[config.mk]
export PLATFORM = sky130hd
export DESIGN_NAME = led_pattern_gen
export DESIGN_NICKNAME = d
export VERILOG_FILES = /design/src/rtl/led_pattern_gen.sv
export SDC_FILE = /design/constraint.sdc
export NUM_CORES = 1
export LEC_CHECK = 0
export CAP_MARGIN = 20
export CORE_UTILIZATION = 50
export DETAILED_ROUTE_END_ITERATION = 12
export PLACE_DENSITY = 0.68
export SLEW_MARGIN = 20
export SYNTH_ARGS = -nofsm -noshare
export SYNTH_HDL_FRONTEND = slang
export SYNTH_SLANG_ARGS = --single-unit
[constraint.sdc]
create_clock -name clk_i -period 2.55 [get_ports clk_i]
set_clock_uncertainty 0.05 [all_clocks]
set_input_delay 0.51 -clock clk_i [delete_from_list [all_inputs] [get_ports clk_i]]
set_output_delay 0.51 -clock clk_i [all_outputs]
set_load 0.02 [all_outputs]
[src/rtl/led_pattern_gen.sv]
// -----------------------------------------------------------------------------
// led_pattern_gen
//
// N-channel LED pattern driver with a built-in step prescaler. Four display
// modes are available: binary count, Gray count, bouncing scanner and PWM
// "breathing". The requested mode is only taken over on a pattern step, and
// the newly selected pattern then restarts from its initial state.
//
// Ports:
//   clk_i   - system clock, single clock domain
//   rst_ni  - asynchronous active-low reset, released synchronously upstream
//   en_i    - run enable; low freezes prescaler, PWM counter, pattern and LEDs
//   mode_i  - requested mode: 0 binary, 1 Gray, 2 scanner, 3 breathing
//   led_o   - registered LED pins; polarity set by ACTIVE_LOW
//   tick_o  - one-cycle strobe marking each pattern step
//   mode_o  - currently active (latched) mode
// -----------------------------------------------------------------------------
module led_pattern_gen #(
    parameter int TICK_DIV   = 2_500_000,
    parameter int N_LEDS     = 8,
    parameter int PWM_BITS   = 8,
    parameter bit ACTIVE_LOW = 1'b1
) (
    input  logic              clk_i,
    input  logic              rst_ni,
    input  logic              en_i,
    input  logic [1:0]        mode_i,
    output logic [N_LEDS-1:0] led_o,
    output logic              tick_o,
    output logic [1:0]        mode_o
);

    localparam int PRESC_W = $clog2(TICK_DIV);
    localparam int POS_W   = (N_LEDS > 1) ? $clog2(N_LEDS) : 1;

    localparam logic [PRESC_W-1:0]  PRESC_LAST  = PRESC_W'(TICK_DIV - 1);
    localparam logic [POS_W-1:0]    POS_LAST    = POS_W'(N_LEDS - 1);
    localparam logic [PWM_BITS-1:0] LEVEL_MAX   = '1;
    // Pin pattern for "everything dark"; XOR-ing the lit mask with it applies
    // the board polarity.
    localparam logic [N_LEDS-1:0]   OFF_PATTERN = {N_LEDS{ACTIVE_LOW}};

    typedef enum logic [1:0] {
        MODE_BIN     = 2'd0,
        MODE_GRAY    = 2'd1,
        MODE_SCAN    = 2'd2,
        MODE_BREATHE = 2'd3
    } mode_e;

    // State
    logic [PRESC_W-1:0]  presc_q,    presc_d;
    logic [N_LEDS-1:0]   value_q,    value_d;     // shared by binary and Gray
    logic [POS_W-1:0]    pos_q,      pos_d;
    logic                scan_dn_q,  scan_dn_d;   // 0 = moving up
    logic [PWM_BITS-1:0] level_q,    level_d;
    logic                level_dn_q, level_dn_d;  // 0 = getting brighter
    logic [PWM_BITS-1:0] pwm_cnt_q,  pwm_cnt_d;
    mode_e               mode_q,     mode_d;
    logic [N_LEDS-1:0]   led_q,      led_d;

    logic                tick;
    logic [N_LEDS-1:0]   scan_lit;
    logic [N_LEDS-1:0]   lit;

    // A step only happens while running; freezing en_i also suppresses it.
    assign tick = en_i && (presc_q == PRESC_LAST);

    // One-hot decode of the scanner position.
    for (genvar gi = 0; gi < N_LEDS; gi++) begin : g_scan
        assign scan_lit[gi] = (pos_q == POS_W'(gi));
    end

    // Lit mask for the currently active mode (1 = LED on).
    always_comb begin
        lit = '0;
        unique case (mode_q)
            MODE_BIN:     lit = value_q;
            MODE_GRAY:    lit = value_q ^ (value_q >> 1);
            MODE_SCAN:    lit = scan_lit;
            MODE_BREATHE: lit = {N_LEDS{pwm_cnt_q < level_q}};
            default:      lit = '0;
        endcase
    end

    // Next-state logic.
    always_comb begin
        presc_d    = presc_q;
        value_d    = value_q;
        pos_d      = pos_q;
        scan_dn_d  = scan_dn_q;
        level_d    = level_q;
        level_dn_d = level_dn_q;
        pwm_cnt_d  = pwm_cnt_q;
        mode_d     = mode_q;
        led_d      = led_q;

        if (en_i) begin
            presc_d   = tick ? '0 : presc_q + PRESC_W'(1);
            pwm_cnt_d = pwm_cnt_q + PWM_BITS'(1);
            led_d     = lit ^ OFF_PATTERN;

            if (tick) begin
                if (mode_e'(mode_i) != mode_q) begin
                    // Mode switch: restart the pattern instead of advancing.
                    mode_d     = mode_e'(mode_i);
                    value_d    = '0;
                    pos_d      = '0;
                    scan_dn_d  = 1'b0;
                    level_d    = '0;
                    level_dn_d = 1'b0;
                end else begin
                    unique case (mode_q)
                        MODE_BIN, MODE_GRAY: begin
                            value_d = value_q + N_LEDS'(1);
                        end
                        MODE_SCAN: begin
                            // Reversal jumps straight to the neighbour so each
                            // end LED is shown for a single step per sweep.
                            if (N_LEDS == 1) begin
                                pos_d = '0;
                            end else if (!scan_dn_q) begin
                                if (pos_q == POS_LAST) begin
                                    scan_dn_d = 1'b1;
                                    pos_d     = POS_LAST - POS_W'(1);
                                end else begin
                                    pos_d = pos_q + POS_W'(1);
                                end
                            end else begin
                                if (pos_q == '0) begin
                                    scan_dn_d = 1'b0;
                                    pos_d     = POS_W'(1);
                                end else begin
                                    pos_d = pos_q - POS_W'(1);
                                end
                            end
                        end
                        MODE_BREATHE: begin
                            // Same single-step reversal as the scanner, on the
                            // brightness level instead of the position.
                            if (!level_dn_q) begin
                                if (level_q == LEVEL_MAX) begin
                                    level_dn_d = 1'b1;
                                    level_d    = LEVEL_MAX - PWM_BITS'(1);
                                end else begin
                                    level_d = level_q + PWM_BITS'(1);
                                end
                            end else begin
                                if (level_q == '0) begin
                                    level_dn_d = 1'b0;
                                    level_d    = PWM_BITS'(1);
                                end else begin
                                    level_d = level_q - PWM_BITS'(1);
                                end
                            end
                        end
                        default: begin
                            value_d = value_q;
                        end
                    endcase
                end
            end
        end
    end

    always_ff @(posedge clk_i or negedge rst_ni) begin
        if (!rst_ni) begin
            presc_q    <= '0;
            value_q    <= '0;
            pos_q      <= '0;
            scan_dn_q  <= 1'b0;
            level_q    <= '0;
            level_dn_q <= 1'b0;
            pwm_cnt_q  <= '0;
            mode_q     <= MODE_BIN;
            led_q      <= OFF_PATTERN;
        end else begin
            presc_q    <= presc_d;
            value_q    <= value_d;
            pos_q      <= pos_d;
            scan_dn_q  <= scan_dn_d;
            level_q    <= level_d;
            level_dn_q <= level_dn_d;
            pwm_cnt_q  <= pwm_cnt_d;
            mode_q     <= mode_d;
            led_q      <= led_d;
        end
    end

    assign led_o  = led_q;
    assign tick_o = tick;
    assign mode_o = mode_q;

endmodule

Word level (Yosys, flattened, before mapping)

Index checks and enable logic that the tools add are counted.

Equality and inequality tests: 13
$lt $le $gt $ge: 1
Reductions and logical operators: 12
$add $sub $neg: 7
Multiplexer cells: 24
Bitwise gates (word level): 2

Operator list:

| kind                  | number |
|---|---|
| $mux 8                | 7 |
| $pmux 8 s4            | 1 |
| $add 8x1->8 const B   | 3 |
| $add 22x1->22 const B | 1 |
| $eq 22x22->1 const B  | 1 |
| $mux 22               | 1 |
| $mux 3                | 5 |
| $eq 3x3->1 const B    | 4 |
| $reduce_and 3->1      | 4 |
| $mux 1                | 10 |
| $eq 8x8->1 const B    | 1 |
| $logic_not 8->1       | 1 |
| $lt 8x8->1            | 1 |
| $not 8->8             | 1 |
| $sub 8x1->8 const B   | 1 |
| $xor 8x7->8           | 1 |
| $eq 3x2->1 const B    | 2 |
| $reduce_bool 2->1     | 3 |
| $eq 2x2->1 const B    | 2 |
| $add 3x1->3 const B   | 1 |
| $eq 3x1->1 const B    | 1 |
| $logic_not 3->1       | 1 |
| $sub 3x1->3 const B   | 1 |
| $eq 2x1->1 const B    | 1 |
| other kinds (4)       | 4 |

Flip-flop bits (word level): 61
Bits of input ports: 5
Logic and storage cells: 68

Depth between registers and ports, before layout

Depth after elaboration: 5
Gate-level depth with buffers: 9
Gate-level depth less buffers: 9

Least setup slack after synthesis

Ideal clock, no wire load.

Path kind: register to output
From: register presc_q[0]
To: output tick_o
Setup slack: 0.381 ns
Data arrival time: 1.609 ns
Cell stages (with the launch flop): 8
Path buffers: 2
Cell sequence: dfrtp_1 > ha_1 > and4_1 > nand4_4 > or2_1 > clkbuf_1 > inv_2 > buf_2

Word-level cells in the longest chain between the ends: 2

RTL lines:

| item                     | line | text |
|---|---|---|
| start: declaration       | 51   | `logic [PRESC_W-1:0] presc_q, presc_d;` |
| start signal: assignment | 177  | `presc_q <= presc_d;` |
| $eq 22x22->1             | 66   | `assign tick = en_i && (presc_q == PRESC_LAST);` |
| $logic_and 1x1->1        | 66   |  |
| end: declaration         | 29   | `output logic tick_o,` |

Every way passes these cells.

Worst setup path after layout

From: input en_i
To: output tick_o

Word-level cells in the longest chain between the ends: 1

RTL lines:

| item               | line | text |
|---|---|---|
| start: declaration | 26   | `input logic en_i,` |
| $logic_and 1x1->1  | 66   |  |

Every way passes these cells.

==> run metrics <==
outcome complete, no violations; GPL Wtd Cong 0.847; final max-slew violation count 0; wire per inst 15.0 um; clk slew on worst S/H paths 70 ps; HP Class in2async; kind of critical path in2out; Max Cap Viol 0; asr flop ratio synth 1.00; initial antenna violation count 0; dpl hpwl 6060 um; TritonCTS clock tree built; final cell count without fillers 554; CORE AREA 0.00733 sq mm; total gr overflow 0; Vias 3212; Final period util 0.963; NetSw 0.703 mW; Post-Syn Instances 418; Synth Warn # 0; Die Ht 89.5 um; area of the mapped netlist 0.00382 sq mm; Setup crit start kind input port; fmax 0.407 GHz; CTS buffer count 9; First-pass DRT Iterations 5; final WL 8320 um; Residual DRC 0; nets@finish 480; Data required, critical path 1990 ps; Placed Cells incl. Taps 538; I/O pins 16; most frequent cells in the layout dfrtp_1 (53), a21oi_1 (36), nand2_1 (34), nor2_1 (31), o21ai_0 (30); Final Util 0.603; XOR/XNOR share of the synthesized area 0.0661; die area 0.00800 sq mm; CP max FO 2; register area share after synthesis 0.402; fin crit period 2450 ps; clock power share 0.370; mux cell area share after synthesis 0.0193; Logic pwr share 0.162; most used flip-flop cell after synthesis dfrtp_1; number of flops mapped to enable cells by yosys 0; total power 2.55 mW; H-tree levels 3; Leak 1.89 nW; final setup fails 0; Slew Limit Headroom 0.602; Iter 0 DRT Violations 189; largest net degree at the start of global routing 38; Root Driver clkbuf_8; hold slack 131 ps; Die Span X 89.5 um; switching portion of total power 0.276; count of clock tree sinks 61; Synth cell types 62; Yosys top cell area share 0.347; post-synthesis compound-gate area fraction 0.187; row count 31; peak supply drop 367 uV; cell taking the most area after synthesis dfrtp_1; RSZ-0062 raised after global routing no; largest family of logic cells by synthesized area simple AND/OR/NAND/NOR gates; hold buffers post-CTS 0; Mapped Nets 448; clk_lat worst skew 330 ps; Initial Util 0.522; DRT antenna net count 0; Seq cells post-synth 61; vias per std cell 5.80; first-pass GRT wire length 14400 um; Synth Area in Adders 0.0818; most area-consuming cells after synthesis dfrtp_1 (35%), ha_1 (8.2%), dfstp_2 (5.5%), a21oi_1 (4.7%), xnor2_1 (4.4%); commonest non-fill, non-tap cell in the layout dfrtp_1; Final Hold Fails 0; Clock Path Buffers 2; I/O Buffers 15; Area Growth Syn to Fin 15.5%; Mapped Avg Cell Area 9.15 sq um; WP data arrival 1890 ps; Reg power frac 0.468; crit end category output pin; post-synthesis simple-gate area fraction 0.199; GRT Overall Usage 0.236; Diodes inserted 0; internal power 1.85 mW; post-route setup TNS 0 ps; number of global-route vias before repair 3046; P per Cell Area 577 mW/mm^2; Slew @ Worst Pin 597 ps; layout cell share with drive strength beyond 1 0.138
-- synth_stat cells (3+ instances only) --
master / instances
a211o_1: 3
a21boi_0: 4
a21oi_1: 36
and3_1: 3
and4_1: 7
and4bb_2: 3
buf_2: 4
clkbuf_1: 11
dfrtp_1: 53
dfstp_2: 8
ha_1: 25
inv_1: 22
mux2i_1: 4
nand2_1: 34
nand2b_1: 5
nand3_1: 11
nand4_1: 11
nor2_1: 31
nor3_1: 7
nor4_1: 5
o211ai_1: 3
o21ai_0: 30
o21ai_1: 13
o22ai_1: 3
o31ai_1: 6
or3_1: 4
xnor2_1: 19
xor2_1: 8
-- routing by layer --
layer,vias to the layer above,wire [um],GRT usage
li1,1582,-,-
met5,-,0,0
met4,0,98,0.0866
met3,8,255,0.0332
met1,1552,4130,0.325
met2,70,3840,0.378
-- cell type report --
class                      count  area (sq um)
timing repair buffer          38           330
multi-input combinational    316          2120
clock buffer                  10           128
inverter                      24          90.1
fill                         616          2910
sequential                    61          1540
clock inverter                 6          87.6
tap                           99           124
-- critical path, stage by stage --
cell             delay, ps
clkdlybuf4s50_1        470
and4_1                 240
nand4_4                 90
or2_1                  250
inv_2                   60
clkdlybuf4s15_1        290
-- flip-flops by register name, indices dropped and copies added (netlist names), 2 cells and up --
name and flops:
led_o 8, level_q 8, mode_o 2, pos_q 3, presc_q 22, pwm_cnt_q 8
value_q 8
-- repair_timing --
action                     4_1_cts  5_1_grt
gates cloned                     0        0
setup buffers                    0        0
setup endpoints to repair        1        1
resized for setup                1        2
-- per-stage QoR --
stage	setup slack [ps]	cell area (sq um)
2_1_floorplan	381	3820
3_3_place_gp	-192	4200
3_5_place_dp	-214	4200
4_1_cts	46.1	4410
5_1_grt	1.05	4420
6_report	95.3	4420
-- power by group through the flow --
stage               sequential [mW]  combinational, mW  clock (mW)
global placement               1.20              0.399           0
finish                         1.19              0.413       0.944
floorplan                      1.20              0.246           0
CTS                            1.19              0.415       0.963
global route                   1.21              0.469        1.01
detailed placement             1.21              0.413           0
-- cells by family (layout without fill, tap and decap cells) --
family | Yosys count | in the layout
AOI/OAI and AO/OA | 119 | 119
xor gates and xnor gates | 28 | 28
adders and majority gates | 25 | 25
buffers and inverters | 41 | 78
DFF | 61 | 61
muxes | 7 | 7
and+or+nand+nor | 137 | 137
-- final timing paths --
kind	slack [ps]	startpoint	cells past startpoint	to
max	100	en_i	6	tick_o
max in group asynchronous	1680	rst_ni	2	led_o[0]
min	130	rst_ni	1	presc_q[14]
min in group clk_i	430	pwm_cnt_q[7]	1	pwm_cnt_q[7]
max reg2reg	440	level_q[5]	8	led_o[2]
min reg2reg	430	pwm_cnt_q[7]	1	pwm_cnt_q[7]
Power figures use the tool's default switching activity.
==> patch, RTL diff (config.mk and constraints unchanged) <==
Set the parameter `ACTIVE_LOW` to 1'b0 (it was 1'b1).
--- a/src/rtl/led_pattern_gen.sv
+++ b/src/rtl/led_pattern_gen.sv
@@ -20,5 +20,5 @@
     parameter int N_LEDS     = 8,
     parameter int PWM_BITS   = 8,
-    parameter bit ACTIVE_LOW = 1'b1
+    parameter bit ACTIVE_LOW = 1'b0
 ) (
     input  logic              clk_i,
Check against the original RTL: not equivalent (Yosys sat finds a counterexample within 4 cycles, from zero or initial values and one cycle with rst_ni low).
==> patch against the unedited design <==
  * Wire length increased by 1.1%
  * Area after synthesis fell by 4.2%
  * Core utilization rose by 1.5 points
  * Sequential cell count unchanged
  * Total power down 3.6%
  * Design area is 2.9% lower
  * Worst setup slack improved by 0.053 ns
  * Combinational power down 6.5%
  * Critical path type is now reg2reg
  * Critical endpoint is now scan_dn_q$_DFFE_PN0P_
==> patch: results (changes against the unedited design) <==
outcome:
  status: "completed"  # unchanged
critical_path:
  r2r_cells: 6  # was 8
  crit_slowest_cell: "or4_4"  # was clkdlybuf4s50_1
  timing.rr.start: "presc_q[3]$_DFFE_PN0P_"  # was level_q[5]$_DFFE_PN0P_
  r2r_slack_ns: 0.15  # was 0.44 ns
  critical_path.top_delay_family: "simple AND/OR/NAND/NOR gates"  # was buffers and inverters
  max_stage_delay_ns: 0.53  # was 0.47 ns
  cp.arrival_ns: 2.62  # was 1.89 ns
  rr_endpoint: "scan_dn_q$_DFFE_PN0P_"  # was led_o[2]$_DFFE_PN1P_
  crit_fanout: 20  # was 2
grt:
  grt_max_degree: 36  # was 38
  antenna_found_initial: 0  # unchanged
  grt_usage_pct: 24.19  # was 23.58%
  grt_pass1_wl_um: 13960  # was 14430 um
  grt_pass1_vias: 2946  # was 3046
synth:
  synth_cell_type_count: 56  # was 62
  synth_compound_area_share_pct: 16.96  # was 18.71%
  synth_area_leaders: "dfrtp_1, ha_1, nand2_1"  # was dfrtp_1, ha_1, dfstp_2
  synthAdderAreaFrac_pct: 8.532  # was 8.178%
  synth_top_flop_cell: "dfrtp_1"  # unchanged
  synthArstFlopShare_pct: 100.0  # unchanged
  synthXorXnorAreaFrac_pct: 6.689  # was 6.608%
  synthMuxAreaShare_pct: 1.468  # was 1.930%
  syn-num-nets: 434  # was 448
  synth_cells: 404  # was 418
  netlist_top_cells_count: "dfrtp_1, nand2_1, nor2_1"  # was dfrtp_1, a21oi_1, nand2_1
  seq_area_frac_synth_pct: 41.64  # was 40.17%
  yosysWarningCount: 0  # unchanged
placement:
  place_inst: 527  # was 538
  dp_slack_ns: -0.5062  # was -0.2141 ns
  numPortBuffers: 15  # unchanged
  hpwl_um: 6114  # was 6062 um
  gp_congestion: 0.8157  # was 0.8465
power:
  p_switching_mw: 0.7197  # was 0.7030 mW
  worst_ir_drop_vdd_uv: 300.4  # was 367.2 uV
  pg_comb_mw: 0.386  # was 0.413 mW
  pwr-share-clk_pct: 36.6  # was 37.0%
  leakagePower_nw: 1.893  # was 1.891 nW
  powerDensity_nw_per_um2: 572.4  # was 576.8 nW/um^2
final_layout:
  drive_above_1_share_pct: 12.30  # was 13.85%
  largest_register: "presc_q"  # unchanged
  final_nets: 472  # was 480
  diodes: 0  # unchanged
route:
  viasPerCell: 5.821  # was 5.798
  vias: 3161  # was 3212
  wl_per_cell_um: 15.49  # was 15.03 um
  drt_iter0_markers: 228  # was 189
  first_pass_iters: 4  # was 5
clock_network:
  cts_max_level: 3  # unchanged
  cts_buffers: 9  # unchanged
  worstSkewPairLatency_ns: 0.35  # was 0.33 ns
  clk_path_buf_depth: 2  # unchanged
  path_clk_slew_ns: 0.08
hold_path:
  hp-class: "in2async"  # unchanged
timing:
  relSlewSlack_pct: 46.89  # was 60.18%
[patch: metrics by stage]
step | area, sq um | setup TNS, ns | hold WS [ns] | util [%]
final | 4293 | 0 | 0.1175 | 61.82
after floorplan | 3666 | 0 | 0.1644 | -
after global placement | 4089 | -2.996 | 0.4221 | 58.88
after CTS | 4293 | 0 | 0.1322 | 61.82
after global routing | 4293 | 0 | 0.1603 | 61.82
after detailed placement | 4089 | -3.638 | 0.4193 | 58.88
[patch: worst max-delay path by stage]
| stage | startpoint | endpoint | slack, ns | cells past startpoint |
|---|---|---|---|---|
| 3_5_place_dp | en_i | tick_o | -0.51 | 6 |
| 4_1_cts | presc_q[3]$_DFFE_PN0P_ | tick_o | 0.13 | 5 |
| 5_1_grt | presc_q[3]$_DFFE_PN0P_ | scan_dn_q$_DFFE_PN0P_ | 0.05 | 6 |
| 6_report | presc_q[3]$_DFFE_PN0P_ | scan_dn_q$_DFFE_PN0P_ | 0.15 | 6 |
| 2_1_floorplan | en_i | tick_o | 0.02 | 6 |
| 3_3_place_gp | en_i | tick_o | -0.50 | 6 |
[patch: metal layers]
| metal | global-route usage [%] | vias to the layer above | part of all wire, % |
|---|---|---|---|
| li1 | - | 1557 | - |
| met1 | 33.56 | 1519 | 47 |
| met2 | 36.72 | 72 | 47 |
| met3 | 5.844 | 13 | 4.1 |
| met4 | 9.389 | 0 | 1.7 |
| met5 | 0 | - | 0 |
[patch: repair_timing]
| item | CTS | global route |
|---|---|---|
| gates resized for setup | 7 | 0 |
| setup endpoints to repair | 2 | 0 |
| buffers inserted | 0 | 0 |
[patch: cell type report]
cell class,instances,area (sq um)
Tap cell,96,120.1
Sequential cell,61,1526
Timing Repair Buffer,43,367.9
Inverter,18,67.56
Clock buffer,9,123.9
Fill cell,611,2651
Clock inverter,7,80.08
Multi-Input combinational cell,309,2007
